--- src/rtl/operand_stage_if.sv ---
// Bundle of the decode, register file, writeback, flush and execute-side signals of operand_stage.
// The slave modport is the stage's own view; master is the surrounding pipeline's view.
interface operand_stage_if;
    localparam int unsigned XLEN = 32;
    localparam int unsigned RW   = 5;

    logic            in_valid;
    logic            in_ready;
    logic [XLEN-1:0] in_pc;
    logic [RW-1:0]   in_rs1;
    logic [RW-1:0]   in_rs2;
    logic [RW-1:0]   in_rd;
    logic            in_we;
    logic [RW-1:0]   ra1;
    logic [RW-1:0]   ra2;
    logic [XLEN-1:0] rd1;
    logic [XLEN-1:0] rd2;
    logic            wb_we;
    logic [RW-1:0]   wb_wa;
    logic [XLEN-1:0] wb_wd;
    logic            flush;
    logic            out_valid;
    logic            out_ready;
    logic [XLEN-1:0] out_pc;
    logic [XLEN-1:0] out_op1;
    logic [XLEN-1:0] out_op2;
    logic [RW-1:0]   out_rd;
    logic            out_we;

    modport slave (
        input  in_valid, in_pc, in_rs1, in_rs2, in_rd, in_we,
        input  rd1, rd2, wb_we, wb_wa, wb_wd, flush, out_ready,
        output in_ready, ra1, ra2,
        output out_valid, out_pc, out_op1, out_op2, out_rd, out_we
    );

    modport master (
        output in_valid, in_pc, in_rs1, in_rs2, in_rd, in_we,
        output rd1, rd2, wb_we, wb_wa, wb_wd, flush, out_ready,
        input  in_ready, ra1, ra2,
        input  out_valid, out_pc, out_op1, out_op2, out_rd, out_we
    );
endinterface

--- src/rtl/operand_stage.sv ---
// Operand fetch / issue stage: scoreboarded hazard check, operand select and one-entry output buffer.
// Optional writeback-to-source bypass enabled by defining OPERAND_BYPASS_EN.
module operand_stage (
    input  logic            clk,
    input  logic            rst,
    operand_stage_if.slave  bus
);
    localparam int unsigned XLEN = 32;
    localparam int unsigned NREG = 32;

    logic [NREG-1:1] pending;
    logic [NREG-1:0] pend_full;
    logic [NREG-1:0] pend_nxt;

    logic            byp1, byp2;
    logic            src1_busy, src2_busy, dst_busy;
    logic            wb_clr, hazard, accept, ready_c;
    logic [XLEN-1:0] op1_c, op2_c;

    logic            out_valid_q;
    logic [XLEN-1:0] out_pc_q, out_op1_q, out_op2_q;
    logic [4:0]      out_rd_q;
    logic            out_we_q;

    assign pend_full = {pending, 1'b0};
    assign bus.ra1   = bus.in_rs1;
    assign bus.ra2   = bus.in_rs2;

`ifdef OPERAND_BYPASS_EN
    assign byp1  = bus.wb_we && (bus.wb_wa == bus.in_rs1) && (bus.in_rs1 != 5'd0);
    assign byp2  = bus.wb_we && (bus.wb_wa == bus.in_rs2) && (bus.in_rs2 != 5'd0);
    assign op1_c = (bus.in_rs1 == 5'd0) ? '0 : (byp1 ? bus.wb_wd : bus.rd1);
    assign op2_c = (bus.in_rs2 == 5'd0) ? '0 : (byp2 ? bus.wb_wd : bus.rd2);
`else
    logic unused_wd;
    assign unused_wd = ^bus.wb_wd;
    assign byp1  = 1'b0;
    assign byp2  = 1'b0;
    assign op1_c = (bus.in_rs1 == 5'd0) ? '0 : bus.rd1;
    assign op2_c = (bus.in_rs2 == 5'd0) ? '0 : bus.rd2;
`endif

    // Hazard detection: RAW on sources, WAW on destination (a same-cycle writeback releases it)
    assign wb_clr    = bus.wb_we && (bus.wb_wa != 5'd0);
    assign src1_busy = pend_full[bus.in_rs1] && (bus.in_rs1 != 5'd0) && !byp1;
    assign src2_busy = pend_full[bus.in_rs2] && (bus.in_rs2 != 5'd0) && !byp2;
    assign dst_busy  = bus.in_we && (bus.in_rd != 5'd0) && pend_full[bus.in_rd]
                       && !(wb_clr && (bus.wb_wa == bus.in_rd));
    assign hazard    = bus.in_valid && (src1_busy || src2_busy || dst_busy);
    assign ready_c   = (!out_valid_q || bus.out_ready) && !hazard && !bus.flush;
    assign accept    = bus.in_valid && ready_c;
    assign bus.in_ready = ready_c;

    // Scoreboard next state: clears first, then the issuing set takes priority
    always_comb begin
        pend_nxt = pend_full;
        if (wb_clr)
            pend_nxt[bus.wb_wa] = 1'b0;
        if (bus.flush && out_valid_q && out_we_q && (out_rd_q != 5'd0))
            pend_nxt[out_rd_q] = 1'b0;
        if (accept && bus.in_we && (bus.in_rd != 5'd0))
            pend_nxt[bus.in_rd] = 1'b1;
        pend_nxt[0] = 1'b0;
    end

    always_ff @(posedge clk) begin
        if (rst) begin
            pending     <= '0;
            out_valid_q <= 1'b0;
            out_pc_q    <= '0;
            out_op1_q   <= '0;
            out_op2_q   <= '0;
            out_rd_q    <= '0;
            out_we_q    <= 1'b0;
        end else begin
            pending <= pend_nxt[NREG-1:1];
            if (bus.flush)
                out_valid_q <= 1'b0;
            else if (accept)
                out_valid_q <= 1'b1;
            else if (bus.out_ready)
                out_valid_q <= 1'b0;
            if (accept) begin
                out_pc_q  <= bus.in_pc;
                out_op1_q <= op1_c;
                out_op2_q <= op2_c;
                out_rd_q  <= bus.in_rd;
                out_we_q  <= bus.in_we;
            end
        end
    end

    assign bus.out_valid = out_valid_q;
    assign bus.out_pc    = out_pc_q;
    assign bus.out_op1   = out_op1_q;
    assign bus.out_op2   = out_op2_q;
    assign bus.out_rd    = out_rd_q;
    assign bus.out_we    = out_we_q;
endmodule

--- src/flat_wrapper.sv ---
// flat-port wrapper written by rule: the top's interface ports become plain ports
module operand_stage_flat 
  (clk, rst, bus_in_valid, bus_in_pc, bus_in_rs1, bus_in_rs2, bus_in_rd, bus_in_we, bus_rd1, bus_rd2, bus_wb_we, bus_wb_wa, bus_wb_wd, bus_flush, bus_out_ready, bus_in_ready, bus_ra1, bus_ra2, bus_out_valid, bus_out_pc, bus_out_op1, bus_out_op2, bus_out_rd, bus_out_we);
  operand_stage_if bus_i ();
  input  logic clk;
  input  logic rst;
  input wire logic [$bits(bus_i.in_valid)-1:0] bus_in_valid;
  input wire logic [$bits(bus_i.in_pc)-1:0] bus_in_pc;
  input wire logic [$bits(bus_i.in_rs1)-1:0] bus_in_rs1;
  input wire logic [$bits(bus_i.in_rs2)-1:0] bus_in_rs2;
  input wire logic [$bits(bus_i.in_rd)-1:0] bus_in_rd;
  input wire logic [$bits(bus_i.in_we)-1:0] bus_in_we;
  input wire logic [$bits(bus_i.rd1)-1:0] bus_rd1;
  input wire logic [$bits(bus_i.rd2)-1:0] bus_rd2;
  input wire logic [$bits(bus_i.wb_we)-1:0] bus_wb_we;
  input wire logic [$bits(bus_i.wb_wa)-1:0] bus_wb_wa;
  input wire logic [$bits(bus_i.wb_wd)-1:0] bus_wb_wd;
  input wire logic [$bits(bus_i.flush)-1:0] bus_flush;
  input wire logic [$bits(bus_i.out_ready)-1:0] bus_out_ready;
  output wire logic [$bits(bus_i.in_ready)-1:0] bus_in_ready;
  output wire logic [$bits(bus_i.ra1)-1:0] bus_ra1;
  output wire logic [$bits(bus_i.ra2)-1:0] bus_ra2;
  output wire logic [$bits(bus_i.out_valid)-1:0] bus_out_valid;
  output wire logic [$bits(bus_i.out_pc)-1:0] bus_out_pc;
  output wire logic [$bits(bus_i.out_op1)-1:0] bus_out_op1;
  output wire logic [$bits(bus_i.out_op2)-1:0] bus_out_op2;
  output wire logic [$bits(bus_i.out_rd)-1:0] bus_out_rd;
  output wire logic [$bits(bus_i.out_we)-1:0] bus_out_we;
  assign bus_i.in_valid = bus_in_valid;
  assign bus_i.in_pc = bus_in_pc;
  assign bus_i.in_rs1 = bus_in_rs1;
  assign bus_i.in_rs2 = bus_in_rs2;
  assign bus_i.in_rd = bus_in_rd;
  assign bus_i.in_we = bus_in_we;
  assign bus_i.rd1 = bus_rd1;
  assign bus_i.rd2 = bus_rd2;
  assign bus_i.wb_we = bus_wb_we;
  assign bus_i.wb_wa = bus_wb_wa;
  assign bus_i.wb_wd = bus_wb_wd;
  assign bus_i.flush = bus_flush;
  assign bus_i.out_ready = bus_out_ready;
  assign bus_in_ready = bus_i.in_ready;
  assign bus_ra1 = bus_i.ra1;
  assign bus_ra2 = bus_i.ra2;
  assign bus_out_valid = bus_i.out_valid;
  assign bus_out_pc = bus_i.out_pc;
  assign bus_out_op1 = bus_i.out_op1;
  assign bus_out_op2 = bus_i.out_op2;
  assign bus_out_rd = bus_i.out_rd;
  assign bus_out_we = bus_i.out_we;
  operand_stage u_core (.clk(clk), .rst(rst), .bus(bus_i));
endmodule
--- config.mk ---
export PLATFORM = sky130hd
export DESIGN_NAME = operand_stage_flat
export DESIGN_NICKNAME = d
export VERILOG_FILES = /design/src/rtl/operand_stage_if.sv /design/src/rtl/operand_stage.sv /design/src/flat_wrapper.sv
export SDC_FILE = /design/constraint.sdc
export NUM_CORES = 1
export LEC_CHECK = 0
export BUFFER_PORTS_ARGS = -buffer_cell sky130_fd_sc_hd__buf_2
export CORE_UTILIZATION = 54
export CTS_CLUSTER_DIAMETER = 100
export DETAILED_ROUTE_END_ITERATION = 7
export PLACE_DENSITY = 0.87
export SLEW_MARGIN = 20
export SYNTH_ARGS = -nofsm -noshare
export SYNTH_HDL_FRONTEND = slang
export SYNTH_SLANG_ARGS = --single-unit
export TNS_END_PERCENT = 30
--- constraint.sdc ---
create_clock -name clk -period 4.7 [get_ports clk]
set_input_delay 0.235 -clock clk [delete_from_list [all_inputs] [get_ports clk]]
set_output_delay 0.235 -clock clk [all_outputs]
set_load 0.01 [all_outputs]
After elaboration in Yosys (flattened, before gate mapping)
Index checks and enable logic that the tools add are counted.
- bitwise operators: 5
- $add $sub $neg: 0
- divide/modulo/power cells: 0
- mux-type cells: 19
- shift-type cells: 0
- equal/unequal tests: 1
- multipliers: 0
- order comparisons: 8
- reductions and logical operators: 35
- operators by type and width (cell ; count):
    two-way mux 32 bit ; 5
    bitwise AND 32 bit ; 2
    inverter 32 bit ; 2
    bitwise OR 32 bit ; 1
    < comparator 5 x 6 -> 1 bit (second input constant) ; 5
    nonzero test 5 bit ; 5
    logical AND 1 bit ; 19
    binary-select mux 1 bit (select 5 bit) ; 3
    demux 1 bit (select 5 bit) ; 3
    greater-or-equal comparator 5 x 1 -> 1 bit (second input constant) ; 3
    logical NOT 5 bit ; 2
    two-way mux 1 bit ; 8
    equality test 5 bit ; 1
    logical NOT 1 bit ; 4
    logical OR 1 bit ; 3
    nonzero test 2 bit ; 1
    OR reduction 2 bit ; 1
- latch bits: 0
- input bits: 155
- register bits after elaboration: 134
- output and inout bits: 114
- ROM bits: 0
- memories kept: 0
- bits in writable memories: 0
- word-level logic and storage cells: 75

Logic depth before layout (Yosys ltp)
- word-level depth: 14
- mapped depth: 11
- mapped depth without buffers: 6

Least setup slack after synthesis
OpenSTA, ideal clock, no wires.
- path type: input to register
- start: input port bus_in_rs2[0]
- end: register u_core.out_pc_q[11], in the netlist u_core.bus.out_pc[11]
- required time: 4628 ps
- data arrival time: 2351 ps
- setup time: 72 ps
- path buffers: 4
- cell stages on the path: 10
- path slack: 2278 ps
- cells stage by stage: buf_4 mux4_2 mux4_2 nand2_1 and4b_1 and3_1 buf_2 buf_6 buf_6 mux2i_1
- word-level cells in the longest chain between the ends: 10
- elaborated cells on any way between the ends: 11
- those cells by class: mux: 2; reduce/logical: 9
- ends and longest elaborated chain (element ; line ; text):
    start: declaration ; flat_wrapper.sv:10 ; input wire logic [$bits(bus_i.in_rs2)-1:0] bus_in_rs2;
    binary-select mux 1 bit (select 5 bit) ; operand_stage.sv:46 ; assign src2_busy = pend_full[bus.in_rs2] && (bus.in_rs2 != 5'd0) && !byp2;
    two-way mux 1 bit (implied by the code) ; operand_stage.sv:46 ;
    logical AND 1 bit (*) ; operand_stage.sv:46 ;
    logical OR 1 bit (*) (2 in series) ; operand_stage.sv:49 ; assign hazard = bus.in_valid && (src1_busy || src2_busy || dst_busy);
    logical AND 1 bit (*) ; operand_stage.sv:49 ;
    logical NOT 1 bit (*) ; operand_stage.sv:50 ; assign ready_c = (!out_valid_q || bus.out_ready) && !hazard && !bus.flush;
    logical AND 1 bit (*) (2 in series) ; operand_stage.sv:50 ;
    logical AND 1 bit (*) ; operand_stage.sv:51 ; assign accept = bus.in_valid && ready_c;
    end signal: assignment ; operand_stage.sv:84 ; out_pc_q <= bus.in_pc;
    end: declaration ; operand_stage.sv:21 ; logic [XLEN-1:0] out_pc_q, out_op1_q, out_op2_q;
Every way passes the cells marked *; elsewhere a longest branch is shown, timed or not. The select of a mux whose other input is x is not followed.
A chain may end at the register's enable or synchronous reset.

Final worst setup path
- start: register u_core.pending[21] (netlist name)
- end: register u_core.out_op2_q[9], in the netlist u_core.bus.out_op2[9]
- word-level cells in the longest chain between the ends: 10
- elaborated cells on any way between the ends: 17
- those cells by class: mux: 6; reduce/logical: 11
- ends and longest elaborated chain (element ; line ; text):
    start: declaration ; operand_stage.sv:11 ; logic [NREG-1:1] pending;
    start signal: assignment ; operand_stage.sv:76 ; pending <= pend_nxt[NREG-1:1];
    binary-select mux 1 bit (select 5 bit) (on tied branches) ; operand_stage.sv:45, operand_stage.sv:46, operand_stage.sv:47 ;
    two-way mux 1 bit (on tied branches) ; operand_stage.sv:45, operand_stage.sv:46, operand_stage.sv:47 ;
    logical AND 1 bit (on tied branches) ; operand_stage.sv:45, operand_stage.sv:46, operand_stage.sv:47 ;
    logical OR 1 bit or logical AND 1 bit (tied branches) ; operand_stage.sv:49, operand_stage.sv:48 ;
    logical OR 1 bit (*) ; operand_stage.sv:49 ;
    logical AND 1 bit (*) ; operand_stage.sv:49 ;
    logical NOT 1 bit (*) ; operand_stage.sv:50 ;
    logical AND 1 bit (*) (2 in series) ; operand_stage.sv:50 ;
    logical AND 1 bit (*) ; operand_stage.sv:51 ;
    end signal: assignment ; operand_stage.sv:86 ; out_op2_q <= op2_c;
    end: declaration ; operand_stage.sv:21 ;
Marks and branches as above.

==> results.json <==
{
  "status": "completed",
  "slowest_delay_ns": 0.76,
  "grt.busiest_layer": "met2",
  "synth_nets": 908,
  "dieWidth_microns": 116.8,
  "cp.depth": 7,
  "p_leak_uw": 0.004031,
  "via_count": 6262,
  "p_sw_uw": 713.2,
  "cts_max_level": 4,
  "r2r_slack_ns": 1.39,
  "synth.yosys.seq_area_share_pct": 37.71,
  "grt_setup_unrepaired": "no",
  "grt_antenna_before_repair": 0,
  "port-buffer-count": 236,
  "drc": 0,
  "core_sq_um": 12720,
  "synth_area_per_cell_sq_um": 9.446,
  "drive_gt1_share_pct": 31.48,
  "ctsRootBufferMaster": "clkbuf_16",
  "ctsResizeCount": 0,
  "die_area_sq_um": 13640,
  "nets": 1097,
  "setup_viol_count_final": 0,
  "synth_cell_types": 46,
  "hpwl_microns": 13190,
  "tns_ns": 0,
  "critical_path_required_ns": 4.98,
  "met3_usage_pct": 7.673,
  "total_power_uw": 2767,
  "synth-seq-cells": 134,
  "fmax_mhz": 302.4,
  "cts_buffers": 17,
  "num_rows": 41,
  "finalClockSkew_ns": 0.007424,
  "finalMaxSlewViolations": 0,
  "cp_slowest_cell": "nand3_4",
  "p_per_area_nw_per_um2": 317.2,
  "synth_top_area_share_pct": 37.71,
  "grt_max_degree": 117,
  "critPathCaptureType": "flop",
  "ant_nets": 0,
  "ys.flop_type": "dfxtp_1",
  "crit_path_start_kind": "flop",
  "peakVddDrop_mv": 0.2312,
  "maxCapViolCount": 0,
  "seqPwrFrac_pct": 43.7,
  "die_y_microns": 116.8,
  "routed_wl_microns": 18850,
  "post-cts-setup-buffers": 0,
  "cts_tree": "yes",
  "use_met2_pct": 43.71,
  "diodes": 0,
  "fin_crit_ns": 3.307,
  "grt_pass1_vias": 5848,
  "holdCritPathClass": "input pin to flop",
  "yosysWarnings": 0,
  "yosysMostFrequentCell": "nand2b_1",
  "fillers": 1001,
  "fin_hold_ws_ns": 0.01694,
  "reg2reg_to": "u_core.bus.out_op2[9]$_SDFFE_PP0P_",
  "async_reset_ff_share_pct": 0,
  "clk_pin_slew_worst_paths_ns": 0.06,
  "postCtsHoldBufs": 0,
  "multiInputGateArea_sq_um": 4055,
  "gp_congestion": 0.9517,
  "synth-edff-count": 0,
  "period_share_pct": 70.36,
  "use_met1_pct": 33.75,
  "register_area_sq_um": 2683,
  "p_int_uw": 2054,
  "crit_arrival_ns": 3.59,
  "yosys-top-cells-count": "142 x nand2b_1, 134 x dfxtp_1, 114 x mux2i_1",
  "crit_buf_inv": 1,
  "cts_sinks": 134,
  "critPathCapture": "u_core.bus.out_op2[9]$_SDFFE_PP0P_",
  "synth_area_leader_cell": "dfxtp_1",
  "pwr-share-comb_pct": 13.6,
  "cp_top_family": "simple AND/OR/NAND/NOR gates",
  "grt-ovfl-total": 0,
  "grt_pass1_wl_microns": 28550,
  "clkPwrFrac_pct": 42.7,
  "worstMarginPinSlew_ns": 0.9311,
  "synthCells": 753,
  "clkLatencyLatePin_ns": 0.42,
  "syn2layout_area_growth_pct": 22.62,
  "path_class": "flop to flop",
  "drtIter0Drc": 452,
  "crit_fanout": 59,
  "rr_worst_depth": 7,
  "slew_headroom_pct": 37.93,
  "reg2reg_from": "u_core.pending[21]$_SDFF_PP0_",
  "clock_tree.buffer_depth": 2,
  "hold_violations": 0,
  "swShare_pct": 25.78,
  "io_pins": 269,
  "synth_area_leaders": "dfxtp_1 38%, mux2i_1 16%, nand2b_1 12%",
  "synth_area_sq_um": 7113,
  "crit_start": "u_core.pending[21]$_SDFF_PP0_",
  "path_cells": "mux2_1 -> or3_1 -> and4b_1 -> nor3_1 -> nand3_4 -> buf_4 -> mux2i_1",
  "grt.total_usage_pct": 27.25,
  "drt_first_pass_iters": 5,
  "start_util_pct": 55.91,
  "wl_per_cell_microns": 16.75,
  "vias_per_cell": 5.566
}
==> how the worst min path moves through the flow <==
stage | startpoint | end | cells after the start
floorplan | bus_flush | u_core.bus.out_valid$_SDFFE_PP0P_ | 1
global placement | bus_flush | u_core.bus.out_valid$_SDFFE_PP0P_ | 2
detailed placement | bus_flush | u_core.bus.out_valid$_SDFFE_PP0P_ | 2
CTS | bus_flush | u_core.bus.out_valid$_SDFFE_PP0P_ | 2
global route | bus_flush | u_core.bus.out_valid$_SDFFE_PP0P_ | 2
finish | bus_flush | u_core.bus.out_valid$_SDFFE_PP0P_ | 2
==> per-layer routing <==
metal	part of all wire, %	wire length, microns
met5	0	0
met3	9.8	1856
met1	40	7568
met4	2.6	486
met2	47	8937
==> registers in the layout (all words and copies together), names as in the netlist <==
name,count
u_core.bus.out_op1,32
u_core.bus.out_pc,32
u_core.bus.out_we,1
u_core.bus.out_valid,1
u_core.bus.out_op2,32
u_core.pending,31
u_core.bus.out_rd,5
==> worst register-to-register path, delay by kind of cell, from the launching register on <==
family / cells / cell delay (ns)
buffers and inverters: 1 / 0.61
DFF: 1 / 0.34
muxes: 2 / 0.50
and+or+nand+nor: 4 / 1.73
==> layout by cell type, fill, tap and decap left out, types with 2 or more instances in the layout <==
master / synthesis / routed
nor4_1: 2 / 2
nand3_1: 12 / 11
clkinv_2: 0 / 5
a2111oi_0: 2 / 2
clkbuf_8: 0 / 3
mux4_2: 18 / 18
or3_1: 3 / 3
or2_2: 2 / 2
clkbuf_16: 0 / 17
nor2b_1: 37 / 37
nor3_1: 3 / 3
and4b_1: 2 / 2
dfxtp_1: 134 / 134
o22ai_1: 2 / 2
xor2_1: 4 / 4
nand3b_1: 9 / 9
nor2_1: 15 / 14
or3b_2: 3 / 3
o221ai_1: 30 / 30
buf_4: 13 / 7
o31ai_1: 30 / 30
a21oi_1: 5 / 4
clkinvlp_4: 0 / 4
buf_2: 7 / 235
nand2b_1: 142 / 142
nand2_1: 88 / 88
mux2_1: 2 / 2
mux2i_1: 114 / 114
inv_1: 4 / 4
==> cell type report <==
class,instances,share of cell area [%]
sequential,134,30.76
inverter,4,0.1721
clock buffer,21,5.394
multi-input combinational,543,46.49
tap,172,2.467
clock inverter,9,0.6312
timing repair buffer,242,14.09
==> power groups by stage <==
stage,Clock (uW),Combinational (uW),Sequential (uW)
3_3_place_gp,0,371,1230
3_5_place_dp,0,376,1230
5_1_grt,1250,411,1210
2_1_floorplan,0,220,1250
6_report,1180,377,1210
4_1_cts,1200,377,1210
==> cells by family after synthesis <==
kind of cell | count (synthesis) | synth area share (%)
muxes | 135 | 22.22
AOI/OAI and AO/OA | 78 | 8.690
and+or+nand+nor | 325 | 25.21
xor gates and xnor gates | 5 | 0.6156
buffers and inverters | 76 | 5.558
DFF | 134 | 37.71
==> metrics by stage <==
| step | cells | worst slack, ns | util [%] | cell area [sq um] |
|---|---|---|---|---|
| 6_report | 1125 | 1.393 | 68.56 | 8722 |
| 3_3_place_gp | 1095 | 1.246 | 64.43 | 8197 |
| 2_1_floorplan | 753 | 2.278 | - | 7113 |
| 4_1_cts | 1125 | 1.392 | 68.56 | 8722 |
| 3_5_place_dp | 1095 | 1.223 | 64.43 | 8197 |
| 5_1_grt | 1125 | 1.069 | 68.56 | 8722 |
No activity file was read; power rests on OpenSTA's default activity.
